$ cat config.mk
export PLATFORM = sky130hd
export DESIGN_NAME = neo_prot_bank_flat
export DESIGN_NICKNAME = d
export VERILOG_FILES = /design/src/rtl/neo_prot_bank_if.sv /design/src/rtl/neo_prot_bank.sv /design/src/flat_wrapper.sv
export SDC_FILE = /design/constraint.sdc
export NUM_CORES = 2
export LEC_CHECK = 0
export ABC_AREA = 1
export BUFFER_PORTS_ARGS = -buffer_cell sky130_fd_sc_hd__buf_2
export CORE_MARGIN = 2
export CORE_UTILIZATION = 50
export DETAILED_ROUTE_END_ITERATION = 8
export MAX_ROUTING_LAYER = met4
export PLACE_DENSITY = 0.72
export SLEW_MARGIN = 30
export SYNTH_ARGS = -nofsm -noshare
export SYNTH_HDL_FRONTEND = slang
export SYNTH_SLANG_ARGS = --single-unit
export TNS_END_PERCENT = 100
$ cat constraint.sdc
create_clock -name CLK_24M -period 3 [get_ports CLK_24M]
set_input_delay 0.6 -clock CLK_24M [delete_from_list [all_inputs] [get_ports CLK_24M]]
set_output_delay 0.6 -clock CLK_24M [all_outputs]
set_load 0.01 [all_outputs]
$ cat src/rtl/neo_prot_bank_if.sv
// 68K PORT bus, P2 ROM address and cart-loader configuration bundle for neo_prot_bank.
// Latency: none, wires only.
// Backpressure: none; strobes and CFG_WR are one-way pulses with no ready path.
interface neo_prot_bank_if #(
    parameter int ADDR_W = 19,
    parameter int P2_W   = 24
);
    logic [ADDR_W-1:0] M68K_ADDR;
    logic [15:0]       M68K_DIN;
    logic [15:0]       M68K_DOUT;
    logic [1:0]        M68K_DOE;
    logic              nPORTOEL;
    logic              nPORTOEU;
    logic              nPORTWEL;
    logic              nPORTWEU;
    logic [15:0]       PROM_DATA;
    logic              CFG_WR;
    logic [7:0]        CFG_ADDR;
    logic [31:0]       CFG_DATA;
    logic [P2_W-1:0]   P2_ADDR;
    logic              ACTIVE;

    // 68K / cart-loader / ROM side: drives the bus and config, consumes read data and P2 address.
    modport master (
        output M68K_ADDR, M68K_DIN, nPORTOEL, nPORTOEU, nPORTWEL, nPORTWEU,
        output PROM_DATA, CFG_WR, CFG_ADDR, CFG_DATA,
        input  M68K_DOUT, M68K_DOE, P2_ADDR, ACTIVE
    );

    // Protection block side.
    modport slave (
        input  M68K_ADDR, M68K_DIN, nPORTOEL, nPORTOEU, nPORTWEL, nPORTWEU,
        input  PROM_DATA, CFG_WR, CFG_ADDR, CFG_DATA,
        output M68K_DOUT, M68K_DOE, P2_ADDR, ACTIVE
    );
endinterface

$ cat src/rtl/neo_prot_bank.sv
// NeoGeo PORT protection + P2 bank controller with runtime-loaded config (bank reg, index scramble, bank table, ID, LFSR).
// Latency: P2_ADDR shows the new bank 3 cycles after a bank-write strobe falls; read data is combinational.
// Backpressure: none; bank writes arriving while a lookup is in flight are dropped. Option macro: NEO_PROT_BANK_READBACK_EN.
module neo_prot_bank #(
    parameter int                ADDR_W       = 19,
    parameter int                IDX_W        = 6,
    parameter int                P2_W         = 24,
    parameter int                RNG_W        = 16,
    parameter logic [RNG_W-1:0]  RNG_TAPS     = 16'h98EC,
    parameter logic [RNG_W-1:0]  RNG_SEED_DEF = 16'h2345
) (
    input  logic           CLK_24M,
    input  logic           nRESET,
    neo_prot_bank_if.slave bus
);
    localparam int TBL_DEPTH = 2 ** IDX_W;

    typedef enum logic [1:0] {
        IDLE   = 2'd0,
        LOOKUP = 2'd1,
        COMMIT = 2'd2
    } state_t;

    // configuration registers
    logic                enable;
    logic [ADDR_W-1:0]   bank_addr;
    logic [ADDR_W-1:0]   rng_addr1;
    logic [ADDR_W-1:0]   rng_addr2;
    logic [ADDR_W-1:0]   id_addr;
    logic [15:0]         id_value;
    logic [4*IDX_W-1:0]  idx_sel;

    // bank table (not reset) and its registered read port
    logic [P2_W-1:0]     tbl [TBL_DEPTH];
    logic [P2_W-1:0]     tbl_rd;

    // bank FSM
    state_t              state;
    state_t              state_nxt;
    logic [IDX_W-1:0]    idx;
    logic [IDX_W-1:0]    idx_nxt;
    logic [P2_W-1:0]     bank;

    // RNG
    logic [RNG_W-1:0]    rng;
    logic [RNG_W-1:0]    rng_nxt;
    logic                rng_pend;

    // strobe edge detection
    logic                we_now;
    logic                oe_now;
    logic                we_prev;
    logic                oe_prev;
    logic                we_fall;
    logic                oe_fall;
    logic                oe_rise;

    // decode
    logic                hit_bank;
    logic                hit_rng;
    logic                hit_id;
    logic                bank_go;
    logic                seed_wr;
    logic                cfg_tbl_hit;
    logic [IDX_W-1:0]    cfg_tbl_idx;
    logic [15:0]         dout;
    logic                unused_cfg_hi;

    assign we_now  = bus.nPORTWEL & bus.nPORTWEU;
    assign oe_now  = bus.nPORTOEL & bus.nPORTOEU;
    assign we_fall = we_prev & ~we_now;
    assign oe_fall = oe_prev & ~oe_now;
    assign oe_rise = ~oe_prev & oe_now;

    assign hit_bank = (bus.M68K_ADDR == bank_addr);
    assign hit_rng  = (bus.M68K_ADDR == rng_addr1) || (bus.M68K_ADDR == rng_addr2);
    assign hit_id   = (bus.M68K_ADDR == id_addr);

    // Only an IDLE FSM accepts a bank write; later falls are dropped.
    assign bank_go = we_fall && enable && hit_bank && (state == IDLE);

    assign seed_wr     = bus.CFG_WR && (bus.CFG_ADDR == 8'h07);
    assign cfg_tbl_hit = bus.CFG_WR && bus.CFG_ADDR[7] && (32'(bus.CFG_ADDR[6:0]) < TBL_DEPTH);
    assign cfg_tbl_idx = bus.CFG_ADDR[IDX_W-1:0];

    // Top config bits carry no field in any register.
    assign unused_cfg_hi = ^bus.CFG_DATA[31:P2_W];

    assign rng_nxt = {rng[RNG_W-2:0], ^(rng & RNG_TAPS)};

    // Register the combined strobes; idle high so reset release never fakes a fall.
    always_ff @(posedge CLK_24M or negedge nRESET) begin
        if (!nRESET) begin
            we_prev <= 1'b1;
            oe_prev <= 1'b1;
        end else begin
            we_prev <= we_now;
            oe_prev <= oe_now;
        end
    end

    // Config register file written by the cart loader.
    always_ff @(posedge CLK_24M or negedge nRESET) begin
        if (!nRESET) begin
            enable    <= 1'b0;
            bank_addr <= '0;
            rng_addr1 <= '0;
            rng_addr2 <= '0;
            id_addr   <= '0;
            id_value  <= '0;
            idx_sel   <= '0;
        end else if (bus.CFG_WR) begin
            case (bus.CFG_ADDR)
                8'h00:   enable    <= bus.CFG_DATA[0];
                8'h01:   bank_addr <= bus.CFG_DATA[ADDR_W-1:0];
                8'h02:   rng_addr1 <= bus.CFG_DATA[ADDR_W-1:0];
                8'h03:   rng_addr2 <= bus.CFG_DATA[ADDR_W-1:0];
                8'h04:   id_addr   <= bus.CFG_DATA[ADDR_W-1:0];
                8'h05:   id_value  <= bus.CFG_DATA[15:0];
                8'h06:   idx_sel   <= bus.CFG_DATA[4*IDX_W-1:0];
                default: ;
            endcase
        end
    end

    // Bank table: loader writes, FSM reads in LOOKUP; same-index collision returns the old entry.
    always_ff @(posedge CLK_24M) begin
        if (cfg_tbl_hit) begin
            tbl[cfg_tbl_idx] <= bus.CFG_DATA[P2_W-1:0];
        end
        if (state == LOOKUP) begin
            tbl_rd <= tbl[idx];
        end
    end

    // Scramble the written data into the table index: bit i comes from data bit idx_sel field i.
    always_comb begin
        idx_nxt = '0;
        for (int i = 0; i < IDX_W; i++) begin
            idx_nxt[i] = bus.M68K_DIN[idx_sel[4*i +: 4]];
        end
    end

    // Bank FSM state, latched index and committed bank.
    always_ff @(posedge CLK_24M or negedge nRESET) begin
        if (!nRESET) begin
            state <= IDLE;
            idx   <= '0;
            bank  <= '0;
        end else begin
            state <= state_nxt;
            if (bank_go) begin
                idx <= idx_nxt;
            end
            if (state == COMMIT) begin
                bank <= tbl_rd;
            end
        end
    end

    // Bank FSM next state; a pending commit completes even if ENABLE drops.
    always_comb begin
        state_nxt = state;
        case (state)
            IDLE:    if (bank_go) state_nxt = LOOKUP;
            LOOKUP:  state_nxt = COMMIT;
            COMMIT:  state_nxt = IDLE;
            default: state_nxt = IDLE;
        endcase
    end

    // LFSR: arm on an RNG read, step when that read ends so the 68K sees a stable value; seed load wins.
    always_ff @(posedge CLK_24M or negedge nRESET) begin
        if (!nRESET) begin
            rng      <= RNG_SEED_DEF;
            rng_pend <= 1'b0;
        end else begin
            if (oe_fall && enable && hit_rng) begin
                rng_pend <= 1'b1;
            end else if (oe_rise) begin
                rng_pend <= 1'b0;
            end
            if (seed_wr) begin
                rng <= bus.CFG_DATA[RNG_W-1:0];
            end else if (oe_rise && rng_pend) begin
                rng <= rng_nxt;
            end
        end
    end

`ifdef NEO_PROT_BANK_READBACK_EN
    logic [15:0] shadow;

    // Keep the raw data of the last accepted bank write for readback.
    always_ff @(posedge CLK_24M or negedge nRESET) begin
        if (!nRESET) begin
            shadow <= '0;
        end else if (bank_go) begin
            shadow <= bus.M68K_DIN;
        end
    end

    // Read mux: ID, then bank readback, then RNG, else ROM pass-through.
    always_comb begin
        dout = bus.PROM_DATA;
        if (enable) begin
            if (hit_id) begin
                dout = id_value;
            end else if (hit_bank) begin
                dout = shadow;
            end else if (hit_rng) begin
                dout = 16'(rng);
            end
        end
    end
`else
    // Read mux: ID, then RNG, else ROM pass-through.
    always_comb begin
        dout = bus.PROM_DATA;
        if (enable) begin
            if (hit_id) begin
                dout = id_value;
            end else if (hit_rng) begin
                dout = 16'(rng);
            end
        end
    end
`endif

    assign bus.M68K_DOUT = dout;
    assign bus.M68K_DOE  = enable ? {~bus.nPORTOEU, ~bus.nPORTOEL} : 2'b00;
    // Sum wraps modulo 2**P2_W.
    assign bus.P2_ADDR   = enable ? (bank + P2_W'({bus.M68K_ADDR, 1'b0})) : '0;
    assign bus.ACTIVE    = enable;

endmodule

$ cat src/flat_wrapper.sv
// flat-port wrapper written by rule: the top's interface ports become plain ports
module neo_prot_bank_flat 
#(
    parameter int                ADDR_W       = 19,
    parameter int                IDX_W        = 6,
    parameter int                P2_W         = 24,
    parameter int                RNG_W        = 16,
    parameter logic [RNG_W-1:0]  RNG_TAPS     = 16'h98EC,
    parameter logic [RNG_W-1:0]  RNG_SEED_DEF = 16'h2345
)
  (CLK_24M, nRESET, bus_M68K_ADDR, bus_M68K_DIN, bus_nPORTOEL, bus_nPORTOEU, bus_nPORTWEL, bus_nPORTWEU, bus_PROM_DATA, bus_CFG_WR, bus_CFG_ADDR, bus_CFG_DATA, bus_M68K_DOUT, bus_M68K_DOE, bus_P2_ADDR, bus_ACTIVE);
  neo_prot_bank_if #(.ADDR_W(ADDR_W), .P2_W(P2_W)) bus_i ();
  input  logic CLK_24M;
  input  logic nRESET;
  input wire logic [$bits(bus_i.M68K_ADDR)-1:0] bus_M68K_ADDR;
  input wire logic [$bits(bus_i.M68K_DIN)-1:0] bus_M68K_DIN;
  input wire logic [$bits(bus_i.nPORTOEL)-1:0] bus_nPORTOEL;
  input wire logic [$bits(bus_i.nPORTOEU)-1:0] bus_nPORTOEU;
  input wire logic [$bits(bus_i.nPORTWEL)-1:0] bus_nPORTWEL;
  input wire logic [$bits(bus_i.nPORTWEU)-1:0] bus_nPORTWEU;
  input wire logic [$bits(bus_i.PROM_DATA)-1:0] bus_PROM_DATA;
  input wire logic [$bits(bus_i.CFG_WR)-1:0] bus_CFG_WR;
  input wire logic [$bits(bus_i.CFG_ADDR)-1:0] bus_CFG_ADDR;
  input wire logic [$bits(bus_i.CFG_DATA)-1:0] bus_CFG_DATA;
  output wire logic [$bits(bus_i.M68K_DOUT)-1:0] bus_M68K_DOUT;
  output wire logic [$bits(bus_i.M68K_DOE)-1:0] bus_M68K_DOE;
  output wire logic [$bits(bus_i.P2_ADDR)-1:0] bus_P2_ADDR;
  output wire logic [$bits(bus_i.ACTIVE)-1:0] bus_ACTIVE;
  assign bus_i.M68K_ADDR = bus_M68K_ADDR;
  assign bus_i.M68K_DIN = bus_M68K_DIN;
  assign bus_i.nPORTOEL = bus_nPORTOEL;
  assign bus_i.nPORTOEU = bus_nPORTOEU;
  assign bus_i.nPORTWEL = bus_nPORTWEL;
  assign bus_i.nPORTWEU = bus_nPORTWEU;
  assign bus_i.PROM_DATA = bus_PROM_DATA;
  assign bus_i.CFG_WR = bus_CFG_WR;
  assign bus_i.CFG_ADDR = bus_CFG_ADDR;
  assign bus_i.CFG_DATA = bus_CFG_DATA;
  assign bus_M68K_DOUT = bus_i.M68K_DOUT;
  assign bus_M68K_DOE = bus_i.M68K_DOE;
  assign bus_P2_ADDR = bus_i.P2_ADDR;
  assign bus_ACTIVE = bus_i.ACTIVE;
  neo_prot_bank #(.ADDR_W(ADDR_W), .IDX_W(IDX_W), .P2_W(P2_W), .RNG_W(RNG_W), .RNG_TAPS(RNG_TAPS), .RNG_SEED_DEF(RNG_SEED_DEF)) u_core (.CLK_24M(CLK_24M), .nRESET(nRESET), .bus(bus_i));
endmodule
* After elaboration in Yosys (flattened, before gate mapping) *
Memory sizes are Yosys's and may differ from the RTL's. A register that Yosys moved wholly into a read port is not among the register bits.
Cells that the tools add are included.

cells by class
  $add $sub $neg = 1
  order comparisons = 7
  eq/ne operators = 14
  muxes and demuxes = 25
  bitwise logic cells = 10
  reductions and logical operators = 22

operators by type and width
  kind                                                         count
  2-to-1 mux 16 bit                                            5
  == test 19 bit                                               4
  == test 8 x 3 -> 1 bit (second input constant)               4
  less-than comparator 4 x 5 -> 1 bit (second input constant)  6
  adder 24 x 20 -> 24 bit                                      1
  binary-select mux 1 bit (select 4 bit)                       6
  2-to-1 mux 24 bit                                            1
  == test 8 x 2 -> 1 bit (second input constant)               2
  XOR reduction 16 bit                                         1
  AND reduction 2 bit                                          7
  2-to-1 mux 1 bit                                             10
  logical AND 1 bit                                            9
  == test 8 x 1 -> 1 bit (second input constant)               1
  zero test 8 bit                                              1
  less-than comparator 7 bit (second input constant)           1
  AND 1 bit                                                    5
  NOT 1 bit                                                    5
  2-to-1 mux 2 bit                                             2
  one-hot mux 2 bit (2 select lines)                           1
  nonzero test 2 bit                                           2
  == test 2 x 1 -> 1 bit (second input constant)               1
  == test 2 bit (second input constant)                        1
  zero test 2 bit                                              1
  != test 2 x 1 -> 1 bit (second input constant)               1
  logical OR 1 bit                                             1

word-level totals
  bits in registers = 168
  memory bits (writable) = 1536
  input port bits = 98
  output and inout port bits = 43
  logic and storage cells = 94
  memories = 1

memory list
  memory      depth  bits a word  rd ports  clocked after Yosys merged registers in  wr ports  RTL line             source
  u_core.tbl  64     24           1         1                                        1         neo_prot_bank.sv:34  logic [P2_W-1:0] tbl [TBL_DEPTH];

* Depth between registers and ports, before layout *
  depth after elaboration = 8
  gate-level depth with buffers = 14
  gate-level depth less buffers = 12

* Worst setup path after synthesis *
Ideal clock, no wire load.

  path kind = input to register
  start point = input bus_CFG_ADDR[7]
  end point = memory u_core.tbl[0][0] (enable)
  library setup time = 0.405 ns
  data arrival time = 2.270 ns
  required time = 2.595 ns
  path slack = 0.325 ns
  stages = 4
  path buffers = 0
  cell sequence = nand2_1 -> nor2_1 -> nand3_1 -> nor2_1

between the ends
  longest elaborated chain between the ends = 4

ends and longest elaborated chain
  what                                    RTL line              source
  start: declaration                      flat_wrapper.sv:23    input wire logic [$bits(bus_i.CFG_ADDR)-1:0] bus_CFG_ADDR;
  logical AND 1 bit (2 in a row)          neo_prot_bank.sv:83   assign cfg_tbl_hit = bus.CFG_WR && bus.CFG_ADDR[7] && (32'(bus.CFG_ADDR[6:0]) < TBL_DEPTH);
  2-to-1 mux 1 bit                        neo_prot_bank.sv:128  if (cfg_tbl_hit) begin
  2-to-1 mux 1 bit (implied by the code)  neo_prot_bank.sv:129  tbl[cfg_tbl_idx] <= bus.CFG_DATA[P2_W-1:0];
  end: declaration                        neo_prot_bank.sv:34

No other way between the ends.

* Worst setup path after layout *
  start point = register u_core.bank[1]
  end point = output bus_P2_ADDR[21]

between the ends
  longest elaborated chain between the ends = 2

ends and longest elaborated chain
  what                      RTL line              source
  start: declaration        neo_prot_bank.sv:42   logic [P2_W-1:0] bank;
  start signal: assignment  neo_prot_bank.sv:156  bank <= tbl_rd;
  adder 24 x 20 -> 24 bit   neo_prot_bank.sv:233  assign bus.P2_ADDR = enable ? (bank + P2_W'({bus.M68K_ADDR, 1'b0})) : '0;
  2-to-1 mux 24 bit         neo_prot_bank.sv:233
  end: declaration          flat_wrapper.sv:27    output wire logic [$bits(bus_i.P2_ADDR)-1:0] bus_P2_ADDR;

No other way between the ends.

==> impl_metrics.py <==
metrics = {
    "sta": {
        "worst_slack_ns": -0.491,
        "final.min_clock_period_ns": 3.49,
        "drv_slew": 0,
        "slew_headroom_pct": 34.9,
        "hold-worst-slack_ns": 0.0962,
        "tns_ns": -9.18,
        "tightest_slew_ns": 0.975,
        "hold_viol": 0,
        "setup_viol": 35,
        "final.period_utilization_pct": 116,
        "rsz0062_at_grt": "true",
        "fmax_mhz": 286,
        "finalClockSkew_ns": 0.0468,
    },
    "power_and_ir_drop": {
        "leakage_nw": 30.6,
        "vdd_drop_max_uv": 581,
        "power_density_nw_per_um2": 578,
    },
    "status": {
        "violations": "negative setup slack",
        "outcome": "finished with violations",
    },
    "setup_path": {
        "path_cells": "ha_2 -> fa_2 -> nand2_1 -> nand2_1 -> o21ai_2 -> buf_4 -> inv_4 -> nand4_1 -> nand3_2 -> nand2_1 -> nand2_1 -> nor2_2 -> buf_2",
        "critPathMaxStageDelay_ns": 0.43,
        "arrival_ns": 2.89,
        "cp-end-kind": "output pin",
        "cp-start-kind": "flop",
        "critPathMostFrequentCell": "nand2_1",
        "crit_type": "reg2out",
        "crit_required_ns": 2.40,
        "crit_path_top_delay_cell": "dfrtp_1",
        "r2r_slack_ns": 0.08,
        "cp_max_fo": 3,
    },
    "place": {
        "port-buffer-count": 132,
        "dp_hpwl_um": 124000,
        "pre_cts_ws_ns": -0.240,
        "placed_area_um2": 76900,
        "dp.cells": 8218,
        "gp_congestion": 0.958,
    },
    "detailed_routing": {
        "drt-total-wl_um": 207000,
        "drc": 0,
        "drtIter0Drc": 7119,
        "vias_per_cell": 5.96,
        "route.vias.total": 51200,
        "drtPass1Iterations": 7,
        "wl_per_cell_um": 24.1,
        "final_antenna_net_count": 0,
    },
    "synthesis": {
        "syn_inst": 6245,
        "synth_enable_flop_cells": 1560,
        "synth_area_leaders": "edfxtp_1, o21ai_0, nand2_1, dfrtp_1, nor2_1",
        "synth.top_cell.area_share_pct": 65.3,
        "synth_most_common_cell": "edfxtp_1",
        "syn_area_per_cell_um2": 11.5,
        "synth_commonest_cells": "edfxtp_1, nand2_1, o21ai_0, nor2_1, o22ai_1",
        "ys_types": 36,
        "ys_seq_area_share_pct": 71.1,
        "syn_area_um2": 71800,
        "yosys_warnings": 0,
        "yosys_most_used_dff": "edfxtp_1",
        "synthArstFlopShare_pct": 9.72,
        "synth_nets": 6363,
        "yosys.area.top_type": "edfxtp_1",
        "ys_ff_latch": 1728,
    },
    "clocking": {
        "clk_transition_reported_paths_ns": 0.06,
        "cts_buffer_depth": 3,
        "clkLatencyLatePin_ns": 0.83,
        "clkSinkCount": 1728,
        "cts-root-buf": "clkbuf_16",
        "cts_made_buffers": 171,
        "cts_htree_levels": 4,
        "cts_tree": "built",
    },
    "grt": {
        "grt_pass1_vias": 48000,
        "grt_first_pass_wirelength_um": 304000,
        "antenna_found_initial": 20,
        "grt_use_total_pct": 28.6,
        "grt_overflow_total": 0,
        "grt_max_degree": 124,
    },
    "cells_and_area": {
        "register_area_um2": 51100,
        "nFillCells": 10900,
        "drive_above_1_share_pct": 16.1,
        "syn_to_final_growth_pct": 17.2,
        "final_nets": 6648,
        "design_area_um2": 84200,
        "multiInputGateArea_um2": 19700,
        "fin_cells": 8594,
    },
    "die": {
        "die_w_um": 383,
        "core_um2": 143000,
        "initial_utilization_pct": 50.2,
        "dieArea_um2": 147000,
        "rows": 139,
        "ios": 141,
        "die_y_um": 383,
    },
    "flow_run": {
        "maxCapViolCount": 0,
    },
    "hold_path": {
        "hold_path.class": "in2reg",
    },
}
## path summary, 6_finish.rpt
kind                                  start                    to  depth (start not counted)
max                          u_core.bank[1]       bus_P2_ADDR[21]                         13
min                            bus_nPORTOEL        u_core.oe_prev                          3
max reg2reg                   u_core.idx[0]     u_core.tbl_rd[15]                         11
min reg2reg                u_core.tbl_rd[4]        u_core.bank[4]                          1
max in group asynchronous            nRESET       u_core.bank[12]                          3
min in group asynchronous            nRESET  u_core.rng_addr2[14]                          2
## kinds of logic (layout without fill, tap and decap cells)
logic type | count (synthesis) | after routing | share of synthesized area, %
multiplexers | 28 | 28 | 0.439
flip-flops | 1728 | 1728 | 71.1
AND/OR/NAND/NOR | 2432 | 2434 | 13.3
XOR/XNOR | 51 | 51 | 0.622
buffers and inverters | 550 | 973 | 3.33
AO/OA/AOI/OAI | 1436 | 1436 | 10.8
adder cells (fa/ha/maj) | 20 | 20 | 0.359
other | 0 | 21 | 0
## timing repair
item,in CTS,in global routing
pin swaps,67,88
hold buffers,3,0
resized for setup,217,130
cloned,7,0
hold endpoints to repair,71,0
buffers inserted,20,14
endpoints found under the setup margin,37,37
## worst max-delay path, delay by kind of cell (launching register included)
kind | cells | cell delay (ns)
buffers and inverters | 3 | 0.34
AO/OA/AOI/OAI | 1 | 0.08
adder cells (fa/ha/maj) | 2 | 0.58
flip-flops | 1 | 0.43
AND/OR/NAND/NOR | 7 | 0.65
## power by group
group | internal, mW | leakage [nW] | switching, mW
sequential | 26.4 | 16.3 | 0.108
clock | 11.6 | 2.64 | 9.11
combinational | 0.415 | 11.7 | 1.02
total | 38.4 | 30.6 | 10.2
## metrics by stage
step | utilization [%] | total power, mW
finish | 58.8 | 48.6
global route | 58.8 | 49.9
detailed placement | 53.7 | 28.3
floorplan | - | 27.4
global placement | 53.7 | 28.2
CTS | 58.3 | 48.7
## layout make-up
cell class	instances	share of cell area, %
flip-flops and latches	1728	60.7
multi-input cells	3969	23.5
repair buffers	508	5.81
clock buffers	216	5.36
well taps	1903	2.83
clock inverters	97	1.07
inverters	152	0.712
diodes	21	0.0624
## sequential cells by signal, summed over array words and instances, names as in the netlist, 2 cells and up
register,flops
u_core.bank,24
u_core.tbl_rd,24
u_core.idx_sel,24
u_core.id_value,16
u_core.rng_addr1,19
u_core.bank_addr,19
u_core.idx,6
u_core.rng_addr2,19
u_core.id_addr,19
u_core.rng,16
u_core.tbl,1536
u_core.state,2
## metal layers
| layer | global-route usage [%] | vias to the layer above | routed length (um) |
|---|---|---|---|
| li1 | - | 22900 | - |
| met2 | 42.2 | 3090 | 94500 |
| met3 | 7.00 | 398 | 25400 |
| met1 | 38.8 | 24800 | 80400 |
| met4 | 10.5 | 0 | 7220 |
| met5 | - | - | 0 |
## cells in the final DEF (no fill, tap or decap), drive strengths merged
| master | Yosys | routed |
|---|---|---|
| inv | 149 | 158 |
| nor2 | 897 | 897 |
| nor3 | 8 | 8 |
| a21oi | 100 | 100 |
| o221ai | 14 | 14 |
| ha | 19 | 19 |
| mux2 | 28 | 28 |
| edfxtp | 1560 | 1560 |
| o21a | 1 | 1 |
| o21ai | 934 | 934 |
| fa | 1 | 1 |
| nand3 | 291 | 291 |
| xor2 | 11 | 11 |
| clkinv | 3 | 79 |
| nand2 | 1221 | 1223 |
| clkbuf | 262 | 216 |
| a22o | 1 | 1 |
| o211ai | 19 | 19 |
| buf | 136 | 505 |
| nor4 | 1 | 1 |
| o22ai | 362 | 362 |
| xnor2 | 40 | 40 |
| clkinvlp | 0 | 2 |
| bufinv | 0 | 10 |
| dlygate4sd3 | 0 | 3 |
| a21o | 2 | 2 |
| a31oi | 1 | 1 |
| dfstp | 8 | 8 |
| diode | 0 | 21 |
| nand4 | 13 | 13 |
| o21bai | 2 | 2 |
| dfrtp | 160 | 160 |
| nor3b | 1 | 1 |
No activity file was read; power rests on OpenSTA's default activity.
